[config.mk]
export PLATFORM = sky130hd
export DESIGN_NAME = seq_divider
export DESIGN_NICKNAME = d
export VERILOG_FILES = /design/src/rtl/seq_divider.sv
export SDC_FILE = /design/constraint.sdc
export NUM_CORES = 1
export LEC_CHECK = 0
export CAP_MARGIN = 20
export CORE_MARGIN = 10
export CORE_UTILIZATION = 32
export DETAILED_ROUTE_END_ITERATION = 10
export PLACE_DENSITY = 0.51
export SETUP_SLACK_MARGIN = 0.15
export SLEW_MARGIN = 10
export SYNTH_ARGS = -nofsm -noshare
export SYNTH_HDL_FRONTEND = slang
export SYNTH_SLANG_ARGS = --single-unit
[constraint.sdc]
create_clock -name clk -period 3.5 [get_ports clk]
set_clock_uncertainty 0.1 [all_clocks]
set_input_delay 0.875 -clock clk [delete_from_list [all_inputs] [get_ports clk]]
set_output_delay 0.875 -clock clk [all_outputs]
set_load 0.005 [all_outputs]
[src/rtl/seq_divider.sv]
// seq_divider: multi-cycle unsigned restoring divider.
// One trial subtraction (WIDTH+1 bits wide) per clock, quotient bits MSB first.
// Operands arrive over an in_valid/in_ready handshake; quotient, remainder and
// div_by_zero leave over an out_valid/out_ready handshake. All outputs are
// registered, and only one operation is in flight at a time.
// Optional feature: define DIV_SIGNED_EN for two's-complement operands. This
// divides magnitudes and adds a FIXUP state that restores the result signs.
module seq_divider #(
    parameter int WIDTH = 4
) (
    input  logic             clk,
    input  logic             reset,
    input  logic             in_valid,
    output logic             in_ready,
    input  logic [WIDTH-1:0] dividend,
    input  logic [WIDTH-1:0] divisor,
    output logic             out_valid,
    input  logic             out_ready,
    output logic [WIDTH-1:0] quotient,
    output logic [WIDTH-1:0] remainder,
    output logic             div_by_zero,
    output logic             busy
);

    localparam int CW = $clog2(WIDTH);

    typedef enum logic [1:0] {
        IDLE  = 2'd0,
        CALC  = 2'd1,
`ifdef DIV_SIGNED_EN
        FIXUP = 2'd2,
`endif
        DONE  = 2'd3
    } state_t;

    state_t           state;
    logic [WIDTH-1:0] dvd;      // dividend being shifted in (magnitude in signed mode)
    logic [WIDTH-1:0] dvs;      // divisor (magnitude in signed mode)
    logic [WIDTH-1:0] raw_dvd;  // dividend as presented; it is the remainder on divide-by-zero
    logic [WIDTH-1:0] r;        // partial remainder
    logic [WIDTH-1:0] q;        // quotient under construction
    logic [CW-1:0]    cnt;      // index of the quotient bit resolved this cycle

`ifdef DIV_SIGNED_EN
    logic neg_q;                // operand signs differ
    logic neg_r;                // dividend was negative

    function automatic logic [WIDTH-1:0] magnitude(input logic [WIDTH-1:0] v);
        // The most-negative value maps to itself, which is also its correct unsigned magnitude.
        return v[WIDTH-1] ? -v : v;
    endfunction
`endif

    logic [WIDTH:0]   r_shift;
    logic [WIDTH:0]   trial;
    logic [WIDTH-1:0] r_next;
    logic [WIDTH-1:0] q_next;

    // One restoring step: shift in the next dividend bit, then try to subtract the divisor.
    always_comb begin
        // NOTE: every always_comb output gets a default first, so no path can infer a latch.
        r_shift     = {r, dvd[cnt]};
        trial       = r_shift - {1'b0, dvs};
        q_next      = q;
        q_next[cnt] = ~trial[WIDTH];
        r_next      = trial[WIDTH] ? r_shift[WIDTH-1:0] : trial[WIDTH-1:0];
    end

    // Control FSM and datapath registers. All outputs are registered here.
    always_ff @(posedge clk) begin
        // NOTE: state is updated with non-blocking assignments. Every register then
        // samples pre-edge values, no matter what order the statements are in.
        if (reset) begin
            state       <= IDLE;
            in_ready    <= 1'b1;
            out_valid   <= 1'b0;
            busy        <= 1'b0;
            quotient    <= '0;
            remainder   <= '0;
            div_by_zero <= 1'b0;
            cnt         <= '0;
            dvd         <= '0;
            dvs         <= '0;
            raw_dvd     <= '0;
            r           <= '0;
            q           <= '0;
`ifdef DIV_SIGNED_EN
            neg_q       <= 1'b0;
            neg_r       <= 1'b0;
`endif
        end else begin
            case (state)
                IDLE: begin
                    if (in_valid) begin
                        raw_dvd     <= dividend;
`ifdef DIV_SIGNED_EN
                        dvd         <= magnitude(dividend);
                        dvs         <= magnitude(divisor);
                        neg_q       <= dividend[WIDTH-1] ^ divisor[WIDTH-1];
                        neg_r       <= dividend[WIDTH-1];
`else
                        dvd         <= dividend;
                        dvs         <= divisor;
`endif
                        r           <= '0;
                        q           <= '0;
                        cnt         <= CW'(WIDTH - 1);
                        div_by_zero <= 1'b0;
                        in_ready    <= 1'b0;
                        busy        <= 1'b1;
                        state       <= CALC;
                    end
                end
                CALC: begin
                    if (dvs == '0) begin
                        // A zero divisor skips the iterations and reports at once.
                        quotient    <= '1;
                        remainder   <= raw_dvd;
                        div_by_zero <= 1'b1;
                        out_valid   <= 1'b1;
                        state       <= DONE;
                    end else begin
                        r <= r_next;
                        q <= q_next;
                        if (cnt == '0) begin
`ifdef DIV_SIGNED_EN
                            state     <= FIXUP;
`else
                            quotient  <= q_next;
                            remainder <= r_next;
                            out_valid <= 1'b1;
                            state     <= DONE;
`endif
                        end else begin
                            cnt <= cnt - CW'(1);
                        end
                    end
                end
`ifdef DIV_SIGNED_EN
                FIXUP: begin
                    // For most-negative / -1 the signs match and the magnitude quotient
                    // wraps to the most-negative value with a zero remainder.
                    quotient  <= neg_q ? -q : q;
                    remainder <= neg_r ? -r : r;
                    out_valid <= 1'b1;
                    state     <= DONE;
                end
`endif
                DONE: begin
                    if (out_ready) begin
                        out_valid <= 1'b0;
                        in_ready  <= 1'b1;
                        busy      <= 1'b0;
                        state     <= IDLE;
                    end
                end
                default: state <= IDLE;
            endcase
        end
    end

endmodule

==> Word level (Yosys, flattened, before mapping) <==
Index checks and enable logic that the tools add are counted.
{ "totals": {"rom_bits": 0, "ff_bits": 32, "wordCells": 76, "memories": 0, "output_inout_bits": 12, "inputBits": 12, "latchBits": 0, "mem_bits_rw": 0} }
{ "op_classes": {"n_lt_le_gt_ge": 2, "n_mux": 35, "mul": 0, "n_bitwise": 1, "n_div": 0, "n_reduce_logical": 16, "shift": 0, "n_addsub": 2, "n_eq_ne": 8} }
{ "op_table": {"columns": ["op", "n"], "rows": [
  ["two-way mux 4 bit", 8],
  ["one-hot mux 4 bit (2 select lines)", 2],
  ["AND reduction 3 bit", 5],
  ["two-way mux 2 bit", 7],
  ["inequality test 2 bit, second input constant", 5],
  ["two-way mux 1 bit", 9],
  ["one-hot mux 1 bit (2 select lines)", 4],
  ["nonzero test 2 bit", 4],
  ["one-hot mux 2 bit (3 select lines)", 1],
  ["subtractor 5 x 4 -> 5 bit", 1],
  ["bitwise mux 4 bit", 1],
  ["logical NOT 2 bit", 2],
  ["logical NOT 4 bit", 1],
  ["one-hot mux 2 bit (2 select lines)", 1],
  ["AND reduction 2 bit", 2],
  ["AND reduction 4 bit", 1],
  ["less-than comparator 2 x 3 -> 1 bit, second input constant", 1],
  ["inequality test 3 bit, second input constant", 1],
  ["binary-select mux 1 bit (select 2 bit)", 1],
  ["demux 1 bit (select 2 bit)", 1],
  ["== test 2 x 1 -> 1 bit, second input constant", 1],
  ["== test 2 bit, second input constant", 1],
  ["greater-or-equal comparator 2 x 1 -> 1 bit, second input constant", 1],
  ["subtractor 2 x 1 -> 2 bit, second input constant", 1],
  ["2 further kinds", 2]
]} }

==> Logic depth before layout (Yosys ltp) <==
Gate-level depths: netlist (run 1).
{ "logic_depth": {"depth_word": 7, "mapped_depth": 11, "ltp_nobuf": 10} }

==> Least setup slack after synthesis (run 1) <==
Ideal clock, no wire load.
{ "synth_path": {"path_kind": "flip-flop to flip-flop", "startpoint": "reg cnt[0]", "endpoint": "reg remainder[0]", "n_path_buf": 1, "period_less_slack_ps": 2578, "t_arrival_ps": 2391, "setup_time_ps": 87, "required_time_ps": 3313, "path_stages_with_launch": 12, "setup_slack_ps": 922, "cell_sequence": "dfxtp_1 mux4_2 inv_1 ha_1 inv_1 fa_1 nand3_2 and3_1 buf_6 o21ai_0 nor3b_1 o31ai_1"} }
{ "synth_between": {"elab_chain_cells": 6, "elab_cells_between_ends": 9, "cone_classes": "1 x add/sub; 5 x mux; 3 x reduce/logical"} }
{ "synth_rtl": {"columns": ["element", "line_no", "text"], "rows": [
  ["start: declaration", "42", "logic [CW-1:0] cnt;"],
  ["start signal: assignment", "107", "cnt <= CW'(WIDTH - 1);"],
  ["start signal: assignment", "135", "cnt <= cnt - CW'(1);"],
  ["binary-select mux 1 bit (select 2 bit)", "62", "r_shift = {r, dvd[cnt]};"],
  ["two-way mux 1 bit (not written as such)", "62", null],
  ["subtractor 5 x 4 -> 5 bit", "63", "trial = r_shift - {1'b0, dvs};"],
  ["two-way mux 4 bit", "66", "r_next = trial[WIDTH] ? r_shift[WIDTH-1:0] : trial[WIDTH-1:0];"],
  ["two-way mux 4 bit", "125", "if (cnt == '0) begin"],
  ["two-way mux 4 bit", "115", "if (dvs == '0) begin"],
  ["end signal: assignment", "118", "remainder <= raw_dvd;"],
  ["end signal: assignment", "130", "remainder <= r_next;"],
  ["end: declaration", "20", "output logic [WIDTH-1:0] remainder,"]
]} }
Several ways; a longest one is shown, not always the timed one. The select of a mux whose other input is x is not followed.
A chain may end at the register's enable or synchronous reset.

==> Worst setup path after layout (run 1) <==
Same ends and word-level chain as after synthesis.

==> flow_metrics.tcl, run 1 <==
set metrics [dict create \
    grt_pass1_wl_mm 6.49 \
    post_cts_resized 0 \
    synth_cell_types 43 \
    synth_top_family_by_area "compound AO/OA/AOI/OAI gates" \
    synth_xor_area_frac 0.0111 \
    period_share 0.829 \
    syn2layout_area_growth_pct 22.9 \
    viasPerCell 4.94 \
    ios 24 \
    ys_top_cells_by_area "dfxtp_1 (39%), a21oi_1 (6.7%), ha_1 (6.3%)" \
    num_rows 25 \
    yosys_register_bits 31 \
    drc 0 \
    synthArstFlopShare 0 \
    drv_cap 0 \
    track_usage 0.0938 \
    syn_area_mm2 0.00158 \
    nNetsFinal 224 \
    die-area_mm2 0.00815 \
    grt_setup_unrepaired "no" \
    synth-simple-area-share 0.203 \
    initial_core_util 0.332 \
    final_cell_mix "dfxtp_1 (31), nand2_1 (24), clkdlybuf4s50_1 (23)" \
    antenna_cells 0 \
    max_slew_margin 0.599 \
    internal_power_uw 643 \
    post_cts_buffers 0 \
    timing.fmax_ghz 0.345 \
    cts_tree "built" \
    comb_power_share 0.280 \
    dp.cells 263 \
    syn_avg_cell_area_um2 8.83 \
    hold_path_class "flip-flop to flip-flop" \
    portBuffers 23 \
    finalNonFillerCells 271 \
    synthMuxAreaShare 0.0396 \
    final_common_cell "dfxtp_1" \
    dp_hpwl_mm 2.89 \
    antenna_found_initial 0 \
    drt_pass1_iterations 4 \
    synth_edf_count 0 \
    cts-root-buf "clkbuf_8" \
    cts_buffer_depth 2 \
    critPathRequiredTime_ns 3.59 \
    p_total_uw 945 \
    cts_buffers 5 \
    h-tree-depth 2 \
    power_frac_clock 0.281 \
    core_mm2 0.00475 \
    synth_fa_ha_area_frac 0.0760 \
    yosysTopAreaCellShare 0.393 \
    vdd_drop_max_mv 0.159 \
    synth_compound_area_frac 0.218 \
    cp-start-kind "flip-flop" \
    gp_congestion 0.795 \
    slew_violations 0 \
    path_clk_slew_ns 0.06 \
    die_w_um 90.3 \
    drive_gt1_frac 0.0931 \
    switching_share 0.319 \
    path_class "flip-flop to flip-flop" \
    crit_fanout 6 \
    vias 1339 \
    dieHeight_um 90.3 \
    routedWlPerCell_um 14.3 \
    end_kind "flip-flop" \
    yosysWarnings 0 \
    overflow 0 \
    grt_pass1_vias 1333 \
    clock_sinks 31 \
    cts_hold_buf 0 \
    p_leak_nw 0.704 \
    ant_nets 0 \
    power_density_mw_per_mm2 487 \
    period_needed_ns 2.90 \
    max_slew.worst_pin.slew_ns 0.597 \
    p_seq_frac 0.439 \
    crit_arrival_ns 2.99 \
    outcome "completed" \
    ys.flop_type "dfxtp_1" \
    synth_cells 179 \
    syn_nets 200 \
    hold_viol 0 \
    setup_tns_ns 0 \
    grt_max_degree 21 \
    clk_latency_ns 0.28 \
    synth_top_area_cell "dfxtp_1" \
    yosysSeqAreaShare 0.393 \
    p_sw_uw 302 \
    drtIter0Drc 76 \
    timing.hold.ws_ns 0.366 \
    setup_viol 0 \
    drt-total-wl_mm 3.88 \
]
==> synthesized netlist by cell type, drive strengths merged (2+ instances only) <==
master,count
nor3,5
o41ai,2
nand2,24
nor4,2
nor2b,2
a21oi,22
ha,8
dfxtp,31
nand3,9
o21ai,12
inv,12
mux2i,4
buf,6
clkbuf,2
nor2,9
o22ai,5
xor2,2
a311oi,5
==> critical path, stage by stage, from the launching register on <==
cell and delay (ns):
dfxtp_1 0.44, mux4_2 0.55, inv_1 0.08, ha_1 0.15, inv_1 0.05, fa_1 0.41, nand3_2 0.11, and3_1 0.36
o21ai_0 0.14, nor3b_1 0.15, o31ai_1 0.26
==> power groups by stage <==
| stage | Sequential (mW) | Combinational (mW) | Clock, mW |
|---|---|---|---|
| 3_3_place_gp | 0.422 | 0.261 | 0 |
| 4_1_cts | 0.415 | 0.266 | 0.273 |
| 6_report | 0.415 | 0.265 | 0.266 |
| 5_1_grt | 0.420 | 0.293 | 0.289 |
| 3_5_place_dp | 0.423 | 0.265 | 0 |
| 2_1_floorplan | 0.416 | 0.186 | 0 |
==> final cells by class <==
type	instances	area, µm²
inverter	12	45.0
tap	67	83.8
sequential	31	621
multi-input combinational	128	866
clock buffer	7	76.3
timing repair buffer	25	245
fill	495	2810
clock inverter	1	5.00
==> state kept, by name, indices dropped and copies added, names as in the netlist <==
name	count
dvs	4
quotient	4
r	4
raw_dvd	4
remainder	4
q	3
cnt	2
state	2
busy	1
div_by_zero	1
in_ready	1
out_valid	1
==> final timing paths <==
kind | startpoint | to | slack [ns] | cells after the start
setup reg to reg | cnt[0]$_SDFFE_PP0P_ | remainder[0]$_SDFFE_PP0P_ | 0.60 | 10
hold / removal | out_valid$_SDFFE_PP0P_ | out_valid$_SDFFE_PP0P_ | 0.37 | 2
hold reg to reg | out_valid$_SDFFE_PP0P_ | out_valid$_SDFFE_PP0P_ | 0.37 | 2
setup / recovery | cnt[0]$_SDFFE_PP0P_ | remainder[0]$_SDFFE_PP0P_ | 0.60 | 10
==> cells by family (layout without fill, tap and decap cells) <==
| kind of cell | count (synthesis) | count (layout) |
|---|---|---|
| compound gates | 52 | 52 |
| flops | 31 | 31 |
| mux | 5 | 5 |
| simple gates | 60 | 60 |
| fa+ha+maj | 9 | 9 |
| buf+inv | 20 | 45 |
| xor+xnor | 2 | 2 |
==> routing by layer <==
layer  GRT usage  wire length, µm  vias to the layer above
met5           0                0                        -
met4      0.0239               31                        0
met3      0.0374              155                        4
met2       0.144             1760                       22
met1       0.119             1930                      626
li1            -                -                      687
==> metrics by stage <==
stage	area, µm²	setup slack, ns	utilization
final	1940	0.598	0.408
after global routing	1940	0.333	0.408
after CTS	1940	0.586	0.408
after detailed placement	1860	0.634	0.391
after global placement	1860	0.696	0.391
after floorplan	1580	0.922	-
No activity file was read; power rests on OpenSTA's default activity.
==> run 2: changes to the inputs <==
--- a/config.mk
+++ b/config.mk
@@ -9,7 +9,7 @@
 export CORE_MARGIN = 10
 export CORE_UTILIZATION = 32
 export DETAILED_ROUTE_END_ITERATION = 10
-export PLACE_DENSITY = 0.51
+export PLACE_DENSITY = 0.53
 export SETUP_SLACK_MARGIN = 0.15
 export SLEW_MARGIN = 10
 export SYNTH_ARGS = -nofsm -noshare
==> constraint.sdc (replaced) <==
create_clock -name clk -period 2.35 [get_ports clk]
set_clock_uncertainty 0.1 [all_clocks]
set_input_delay 0.5875 -clock clk [delete_from_list [all_inputs] [get_ports clk]]
set_output_delay 0.5875 -clock clk [all_outputs]
set_load 0.005 [all_outputs]
==> flow_metrics.tcl, run 2 (synthesis results as in run 1) <==
set metrics [dict create \
    reg2reg_to "q[3]$_SDFFE_PP0P_" \
    utilization 0.442 \
    cp-start-kind "flip-flop" \
    path_clk_slew_ns 0.06 \
    p_total_mw 1.49 \
    setup_slack_ns -0.180 \
    hold-path-endpoint "out_valid$_SDFFE_PP0P_" \
    max_slew_margin 0.678 \
    gp_congestion 0.798 \
    r2r_start "cnt[0]$_SDFFE_PP0P_" \
    drc 0 \
    cts_tree "built" \
    num_rows 25 \
    outcome "complete, but fails checks" \
    min_path_cells 2 \
    h-tree-depth 2 \
    fillers 483 \
    clk_latency_ns 0.28 \
    dp.cells 272 \
    timing.fmax_ghz 0.395 \
    cts_buffer_depth 2 \
    critPathRequiredTime_ns 2.42 \
    vias 1428 \
    cts_buffers 5 \
    path_class "flip-flop to flip-flop" \
    r2r_slack_ns -0.18 \
    initial_core_util 0.332 \
    dieHeight_um 90.3 \
    max_slew.worst_pin.slew_ns 0.482 \
    grt_setup_unrepaired "yes" \
    die_w_um 90.3 \
    period_share 1.08 \
    period_needed_ns 2.53 \
    drv_cap 0 \
    drive_gt1_frac 0.199 \
    slew_violations 0 \
    crit_arrival_ns 2.60 \
    drt_pass1_iterations 4 \
    setup_viol 15 \
    final_common_cell "dfxtp_1" \
    nNetsFinal 237 \
    crit_fanout 7 \
    portBuffers 23 \
    grt_pass1_vias 1461 \
    pre_cts_slack_ns -0.117 \
    hold_start "out_valid$_SDFFE_PP0P_" \
    r2r_cells 11 \
    viasPerCell 5.05 \
    end_kind "flip-flop" \
    hold_viol 0 \
    ios 24 \
    finalNonFillerCells 283 \
    p_leak_nw 0.768 \
    power_density_mw_per_mm2 708 \
    hold_path_class "flip-flop to flip-flop" \
    track_usage 0.106 \
    antenna_cells 0 \
    grt_max_degree 20 \
    clock_sinks 31 \
    antenna_found_initial 0 \
    cts_hold_buf 0 \
    syn2layout_area_growth_pct 32.9 \
    final_cell_mix "dfxtp_1 (30), nand2_1 (24), clkdlybuf4s50_1 (23)" \
    die-area_mm2 0.00815 \
    dp_hpwl_mm 3.17 \
    routedWlPerCell_um 15.1 \
    setup_tns_ns -1.38 \
    grt_pass1_wl_mm 7.14 \
    ant_nets 0 \
    drtIter0Drc 74 \
    cts-root-buf "clkbuf_8" \
    core_mm2 0.00475 \
    drt-total-wl_mm 4.27 \
    overflow 0 \
    violations "setup timing" \
    vdd_drop_max_mv 0.343 \
]
[run 2: changes by cell type in the layout (fill, tap and decap cells not counted), sizes merged]
cell | before | now
clkinv | 1 | 0
buf | 2 | 15
[run 2: final cells by class]
class	instances	area [µm²]	area share
clock buffers	7	76.3	0.0364
inverters	12	45.0	0.0215
multi-input cells	128	927	0.442
flip-flops and latches	31	624	0.297
well taps	67	83.8	0.0399
repair buffers	38	343	0.163
[run 2: worst max path at each step]
stage                             start                         to  slack [ns]  cells after the start
CTS                 cnt[0]$_SDFFE_PP0P_  remainder[2]$_SDFFE_PP0P_       -0.11                     10
global route        cnt[0]$_SDFFE_PP0P_  remainder[2]$_SDFFE_PP0P_       -0.28                     10
finish              cnt[0]$_SDFFE_PP0P_          q[3]$_SDFFE_PP0P_       -0.18                     11
global placement    cnt[0]$_SDFFE_PP0P_  remainder[3]$_SDFFE_PP0P_       -0.03                      9
floorplan           cnt[0]$_SDFFE_PP0P_  remainder[2]$_SDFFE_PP0P_       -0.04                     11
detailed placement  cnt[0]$_SDFFE_PP0P_  remainder[2]$_SDFFE_PP0P_       -0.12                     10
[run 2: critical path, cell delays in order, from the launching register on]
cell and delay [ns]:
dfxtp_4 0.35, mux4_2 0.52, inv_2 0.09, ha_4 0.12, inv_2 0.03, fa_2 0.36
nand3_4 0.09, and3_4 0.26, nor2_8 0.06, buf_4 0.15, mux2i_4 0.17, o22ai_1 0.10
[run 2: repair_timing]
action | 4_1_cts | 5_1_grt
buffers inserted | 1 | 3
setup endpoints to repair | 15 | 15
gates resized for setup | 0 | 8
gates cloned | 0 | 0
pin swaps | 1 | 3
[run 2: routing by layer]
layer | global-route usage | share of wire
met1 | 0.124 | 0.45
met2 | 0.177 | 0.51
met3 | 0.0249 | 0.022
met4 | 0.0477 | 0.018
met5 | 0 | 0
[run 2: where the power goes]
| group | leakage [nW] | switching (mW) | internal (mW) | total, mW |
|---|---|---|---|---|
| registers | 0.255 | 0.0424 | 0.575 | 0.617 |
| logic | 0.475 | 0.249 | 0.231 | 0.481 |
| clock network | 0.0383 | 0.184 | 0.203 | 0.388 |
[run 2: per-stage QoR]
step	hold WS, ns	area (µm²)
after floorplan	0.342	1600
after global placement	0.353	1950
after detailed placement	0.360	1950
after CTS	0.367	2040
after global routing	0.391	2100
final	0.359	2100
==> run 3: changes to the inputs <==
--- a/config.mk
+++ b/config.mk
@@ -5,6 +5,7 @@
 export SDC_FILE = /design/constraint.sdc
 export NUM_CORES = 1
 export LEC_CHECK = 0
+export ABC_CLOCK_PERIOD_IN_PS = 2350
 export CAP_MARGIN = 20
 export CORE_MARGIN = 10
 export CORE_UTILIZATION = 32
==> results of run 3 <==
The final DEF is identical to that of run 2; final timing and power are the same.
